**config.mk**
```make
export PLATFORM = sky130hd
export DESIGN_NAME = decoder_select_arbiter
export DESIGN_NICKNAME = d
export VERILOG_FILES = /design/src/rtl/decoder_select_arbiter.sv
export SDC_FILE = /design/constraint.sdc
export NUM_CORES = 1
export LEC_CHECK = 0
export BUFFER_PORTS_ARGS = -buffer_cell sky130_fd_sc_hd__buf_2
export CAP_MARGIN = 20
export CORE_UTILIZATION = 60
export DETAILED_ROUTE_END_ITERATION = 10
export GPL_ROUTABILITY_DRIVEN = 1
export GPL_TIMING_DRIVEN = 0
export PLACE_DENSITY = 0.82
export RECOVER_POWER = 100
export SKIP_CTS_REPAIR_TIMING = 1
export SLEW_MARGIN = 25
export SYNTH_ARGS = -nofsm -noshare
export SYNTH_HDL_FRONTEND = slang
export SYNTH_SLANG_ARGS = --single-unit
```
**constraint.sdc**
```tcl
create_clock -name Clock_In -period 5.9 [get_ports Clock_In]
set_input_delay 1.475 -clock Clock_In [delete_from_list [all_inputs] [get_ports Clock_In]]
set_output_delay 1.475 -clock Clock_In [all_outputs]
set_load 0.01 [all_outputs]
```
**src/rtl/decoder_select_arbiter.sv**
```systemverilog
// Round-robin owner selection for a shared 2-4 decoder, with a hold limit per ownership
// and a mandatory one-cycle all-off gap between successive owners.
module decoder_select_arbiter #(
    parameter int MAX_HOLD_CYCLES = 16,
    parameter int COUNT_WIDTH     = 8
) (
    input  logic       Clock_In,
    input  logic       Reset_In,
    input  logic [3:0] Request_In,
    output logic       Grant_Valid_Out,
    output logic [1:0] Grant_Encoded_Out,
    output logic [3:0] Grant_Onehot_Out,
    output logic       Timeout_Out
);

    typedef enum logic [1:0] {IDLE, GRANT, GAP} state_t;

    localparam logic [COUNT_WIDTH-1:0] HOLD_LIMIT = COUNT_WIDTH'(MAX_HOLD_CYCLES);

    state_t                 state_reg, state_next;
    logic [1:0]             ptr_reg, ptr_next;
    logic [1:0]             owner_reg, owner_next;
    logic [COUNT_WIDTH-1:0] count_reg, count_next;

    logic                   valid_reg, valid_next;
    logic [1:0]             enc_reg, enc_next;
    logic [3:0]             onehot_reg, onehot_next;
    logic                   timeout_reg, timeout_next;

    logic                   win_found;
    logic [1:0]             win_idx;
    logic [1:0]             cand;
    logic                   limit_hit;

    // Search upward from the pointer, wrapping 3->0; first active request wins.
    always_comb begin
        win_found = 1'b0;
        win_idx   = ptr_reg;
        cand      = ptr_reg;
        for (int k = 0; k < 4; k++) begin
            cand = ptr_reg + 2'(k);
            if (!win_found && Request_In[cand]) begin
                win_found = 1'b1;
                win_idx   = cand;
            end
        end
    end

    assign limit_hit = (MAX_HOLD_CYCLES != 0) && (count_reg == HOLD_LIMIT);

    always_ff @(posedge Clock_In or posedge Reset_In) begin
        if (Reset_In) begin
            state_reg   <= IDLE;
            ptr_reg     <= 2'd0;
            owner_reg   <= 2'd0;
            count_reg   <= '0;
            valid_reg   <= 1'b0;
            enc_reg     <= 2'd0;
            onehot_reg  <= 4'd0;
            timeout_reg <= 1'b0;
        end else begin
            state_reg   <= state_next;
            ptr_reg     <= ptr_next;
            owner_reg   <= owner_next;
            count_reg   <= count_next;
            valid_reg   <= valid_next;
            enc_reg     <= enc_next;
            onehot_reg  <= onehot_next;
            timeout_reg <= timeout_next;
        end
    end

    always_comb begin
        state_next = state_reg;
        ptr_next   = ptr_reg;
        owner_next = owner_reg;
        count_next = count_reg;
        case (state_reg)
            IDLE, GAP: begin
                if (win_found) begin
                    state_next = GRANT;
                    owner_next = win_idx;
                    count_next = COUNT_WIDTH'(1);
                end else begin
                    state_next = IDLE;
                end
            end
            GRANT: begin
                // A release on the limit cycle counts as a normal release.
                if (!Request_In[owner_reg] || limit_hit) begin
                    state_next = GAP;
                    ptr_next   = owner_reg + 2'd1;
                end else if (count_reg != '1) begin
                    count_next = count_reg + COUNT_WIDTH'(1);
                end
            end
            default: state_next = IDLE;
        endcase
    end

    // Output values for the next cycle, registered alongside the state.
    always_comb begin
        valid_next   = (state_next == GRANT);
        enc_next     = owner_next;
        timeout_next = (state_reg == GRANT) && Request_In[owner_reg] && limit_hit;
    end

    for (genvar gi = 0; gi < 4; gi++) begin : g_onehot
        assign onehot_next[gi] = valid_next && (owner_next == 2'(gi));
    end

    assign Grant_Valid_Out   = valid_reg;
    assign Grant_Encoded_Out = enc_reg;
    assign Grant_Onehot_Out  = onehot_reg;
    assign Timeout_Out       = timeout_reg;

endmodule

```
Word-level counts from Yosys, hierarchy flattened:

Index checks and enable logic that the tools add are counted.

* add/sub/neg operators: 5
* reductions and logical operators: 20
* $lt $le $gt $ge: 5
* mux-type cells: 26
* equal/unequal tests: 11

Operator list (count)
* two-way mux 8 bit: 3
* one-hot mux 8 bit (2 select lines): 1
* < comparator 2 x 3 -> 1 bit (second input constant): 5
* two-way mux 2 bit: 6
* binary-select mux 1 bit (select 2 bit): 5
* two-way mux 1 bit: 10
* logical AND 1 bit: 9
* adder 8 x 1 -> 8 bit (second input constant): 1
* equality test 8 x 5 -> 1 bit (second input constant): 1
* != test 8 bit (second input constant): 1
* equality test 2 x 1 -> 1 bit (second input constant): 3
* equality test 2 bit (second input constant): 3
* != test 2 bit (second input constant): 3
* adder 2 x 1 -> 2 bit (second input constant): 2
* adder 2 bit (second input constant): 2
* zero test 1 bit: 4
* zero test 2 bit: 2
* one-hot mux 2 bit (2 select lines): 1
* AND reduction 4 bit: 1
* AND reduction 2 bit: 1
* nonzero test 2 bit: 1
* OR reduction 2 bit: 1
* logical OR 1 bit: 1

* output and inout port bits: 8
* flip-flop bits (word level): 20

Logic depth before layout (Yosys ltp):

* depth after elaboration: 16
* depth in mapped cells: 7
* gate-level depth less buffers: 6

Least setup slack after synthesis:

OpenSTA, ideal clock, no wires.

* path type: input-to-reg
* from: input port Request_In[3]
* to: register count_reg[2]
* arrival: 2562 ps
* buffers on the path: 1
* data required time: 5818 ps
* cell stages on the path: 5
* slack: 3256 ps
* path through: mux4_2 > o211a_1 > or2_1 > buf_6 > a31oi_1

* word-level cells in the longest chain between the ends: 14
* elaborated cells between the ends (all ways): 25
* those cells by class: eq/ne: 2; mux: 14; reduce/logical: 9

RTL lines
* from (decl): RTL line 9 `input logic [3:0] Request_In,`
* binary-select mux 1 bit (select 2 bit): RTL line 42 `if (!win_found && Request_In[cand]) begin`
* two-way mux 1 bit (not written as such): RTL line 42
* two-way mux 1 bit: RTL line 42
* zero test 1 bit: RTL line 42
* logical AND 1 bit: RTL line 42
* two-way mux 1 bit: RTL line 42
* zero test 1 bit: RTL line 42
* logical AND 1 bit: RTL line 42
* two-way mux 1 bit: RTL line 42
* zero test 1 bit: RTL line 42
* logical AND 1 bit: RTL line 42
* two-way mux 1 bit: RTL line 42
* != test 2 bit (no source line)
* AND reduction 4 bit (no source line) *
* to (signal assigned): RTL line 65 `count_reg <= count_next;`
* to (decl): RTL line 23 `logic [COUNT_WIDTH-1:0] count_reg, count_next;`

Every way passes the cells marked *; elsewhere a longest branch is shown, timed or not. The select of a mux whose other input is x is not followed.
A chain may end at the register's enable or synchronous reset.

Worst setup path in the final report:

* from: input port Request_In[3]
* to: register count_reg[1]

The elaborated chain is that of the path after synthesis.

==> impl_metrics.env <==
export IMPL_gp_congestion=0.9590
export IMPL_ys_types=38
export IMPL_rsz0062_at_grt="no"
export IMPL_min_path_type="reg -> reg"
export IMPL_hold_start="count_reg[7]$_DFFE_PP0P_"
export IMPL_r2r_start="count_reg[0]$_DFFE_PP0P_"
export IMPL_hold_path_endpoint="count_reg[7]$_DFFE_PP0P_"
export IMPL_via_count=888
export IMPL_num_rows=14
export IMPL_peakVddDrop_v=0.0002815
export IMPL_placed_cells=141
export IMPL_clock_sinks=20
export IMPL_clock_latency_ns=0.30
export IMPL_io_pins=14
export IMPL_arrival_ns=2.93
export IMPL_r2r_slack_ns=3.79
export IMPL_die_y_um=44.47
export IMPL_period_minus_slack_ns=2.725
export IMPL_synth_top_area_frac=0.4624
export IMPL_syn2layout_area_growth_pct=8.671
export IMPL_insertedDiodeCount=0
export IMPL_tightest_slew_ns=0.7152
export IMPL_synth_top_cell_by_area="dfrtp_1"
export IMPL_viasPerCell=6.167
export IMPL_maxCapViolations=0
export IMPL_finalSetupViolations=0
export IMPL_grt_met1_usage=0.3704
export IMPL_finalSetupTns_ns=0
export IMPL_clock_fmax_mhz=367.0
export IMPL_multiInputGateArea_sq_um=539.3
export IMPL_h_tree_depth=1
export IMPL_r2r_end="count_reg[0]$_DFFE_PP0P_"
export IMPL_relSlewSlack=0.5227
export IMPL_critPathLaunchType="input pin"
export IMPL_switching_share=0.4077
export IMPL_power_frac_clock=0.123
export IMPL_num_nets_final=130
export IMPL_worstPathMaxFanout=10
export IMPL_grt_pass1_wl_um=3608
export IMPL_p_comb_frac=0.450
export IMPL_fin_cells=144
export IMPL_drc_errors=0
export IMPL_drt_pre_antenna_iters=4
export IMPL_syn_inst=104
export IMPL_drive_gt1_frac=0.1083
export IMPL_clk_pin_slew_ns=0.10
export IMPL_maxSlewViolCount=0
export IMPL_cts_tree="yes"
export IMPL_pre_cts_slack_ns=2.993
export IMPL_clockRootBuffer="clkbuf_4"
export IMPL_place_hpwl_um=1454
export IMPL_reg2regPathDepth=7
export IMPL_status="completed"
export IMPL_die_w_um=44.47
export IMPL_yosysSeqAreaShare=0.4624
export IMPL_intPower_uw=312.4
export IMPL_regArea_sq_um=500.5
export IMPL_grtUsageMet2=0.3618
export IMPL_numPortBuffers=13
export IMPL_hold_ws_ns=0.5425
export IMPL_hold_viol=0
export IMPL_antenna_found_initial=0
export IMPL_switchingPower_uw=215.0
export IMPL_cts_made_buffers=3
export IMPL_p_leak_nw=0.5233
export IMPL_p_seq_frac=0.427
export IMPL_routed_wl_um=1978
export IMPL_drtIter0Drc=24
export IMPL_use_met3=0.03673
export IMPL_num_fill_cells=121
export IMPL_syn_area_sq_um=1082
export IMPL_wl_per_cell_um=13.74
export IMPL_critPathRequiredTime_ns=6.10
export IMPL_skew_ns=0.001460
export IMPL_crit_type="in -> reg"
export IMPL_synth_area_per_cell_sq_um=10.41
export IMPL_core_region_area_sq_um=1594
export IMPL_top_usage_layer="met1"
export IMPL_period_share=0.4618
export IMPL_grt_pass1_vias=795
export IMPL_async_reset_ff_frac=1.000
export IMPL_grt_total_usage=0.2502
export IMPL_synth_nets=112
export IMPL_cp_end_kind="flip-flop"
export IMPL_holdPathStages=1
export IMPL_initial_core_util=0.6790
export IMPL_ys_warn_count=0
export IMPL_power_density_nw_per_um2=448.4
export IMPL_fp_dieArea_sq_um=1978
export IMPL_largest_reg_flops=8
export IMPL_synth_most_common_cell="dfrtp_1"
export IMPL_ys_flop_type="dfrtp_1"
export IMPL_fin_ws_ns=3.175
export IMPL_overflow=0
export IMPL_grt_max_degree=21
export IMPL_fin_total_pwr_uw=527.4
export IMPL_synth_seq_cells=20
export IMPL_ys_top_cells_by_area="dfrtp_1 46%, a21oi_1 4.6%, a31oi_1 4.0%"
export IMPL_cts_buffer_depth=2
export IMPL_synth_edf_count=0
export IMPL_synth_common_cells="20 x dfrtp_1, 10 x a21oi_1, 7 x a31oi_1"
export IMPL_final_antenna_net_count=0
[metrics by stage]
stage	utilization	cell area, sq um
CTS	0.7527	1200
detailed placement	0.7386	1177
floorplan	-	1082
global placement	0.7386	1177
finish	0.7378	1176
global route	0.7378	1176
[worst max-delay path by stage]
stage | startpoint | to | slack (ns) | cells past startpoint
6_report | Request_In[3] | count_reg[1]$_DFFE_PP0P_ | 3.18 | 6
5_1_grt | Request_In[3] | count_reg[1]$_DFFE_PP0P_ | 3.07 | 6
4_1_cts | Request_In[3] | count_reg[0]$_DFFE_PP0P_ | 3.32 | 6
3_5_place_dp | Request_In[3] | count_reg[0]$_DFFE_PP0P_ | 2.99 | 6
3_3_place_gp | Request_In[3] | count_reg[0]$_DFFE_PP0P_ | 3.02 | 6
2_1_floorplan | Request_In[3] | count_reg[2]$_DFFE_PP0P_ | 3.26 | 5
[kinds of logic after synthesis]
| family | Yosys count | share of synthesized area |
|---|---|---|
| flops | 20 | 0.4624 |
| fa+ha+maj | 2 | 0.02312 |
| simple gates | 30 | 0.1746 |
| xor+xnor | 1 | 0.008094 |
| mux | 5 | 0.06358 |
| buf+inv | 8 | 0.03583 |
| compound gates | 38 | 0.2324 |
[per-layer routing]
metal,share of wire,up-vias
met3,0.066,5
met4,0.019,0
met1,0.47,415
met2,0.44,37
met5,0,-
li1,-,431
[final cells by class]
| class | count | share of cell area |
|---|---|---|
| plain buffers | 2 | 0.006383 |
| clock buffers | 3 | 0.01915 |
| inverters | 6 | 0.01915 |
| multi-input cells | 76 | 0.4585 |
| flip-flops and latches | 20 | 0.4255 |
| well taps | 24 | 0.02553 |
| repair buffers | 13 | 0.04574 |
[worst max-delay path: stages]
cell and delay, ns:
clkbuf_1 0.21, mux4_2 0.31, o211a_1 0.17, clkbuf_1 0.35
o22ai_1 0.19, a32o_1 0.23
[cells in the final DEF, fill, tap and decap left out, types with 3 or more instances in the layout]
| cell | Yosys | layout |
|---|---|---|
| dfrtp_1 | 20 | 20 |
| clkbuf_1 | 0 | 11 |
| a21oi_1 | 10 | 10 |
| a31oi_1 | 7 | 7 |
| inv_1 | 6 | 6 |
| nand2b_1 | 5 | 5 |
| nand2_1 | 4 | 4 |
| o22ai_1 | 4 | 4 |
| buf_2 | 1 | 4 |
| and4_1 | 3 | 3 |
| a21o_1 | 3 | 3 |
| o21ai_0 | 3 | 3 |
| clkbuf_4 | 0 | 3 |
[power groups by stage]
stage | sequential [mW] | clock (mW) | combinational (mW)
final | 0.225 | 0.0649 | 0.238
after global routing | 0.233 | 0.0692 | 0.269
after CTS | 0.224 | 0.0654 | 0.260
after detailed placement | 0.227 | 0 | 0.259
after global placement | 0.225 | 0 | 0.254
after floorplan | 0.231 | 0 | 0.186
Note: power is estimated with default switching activity, not from simulation.
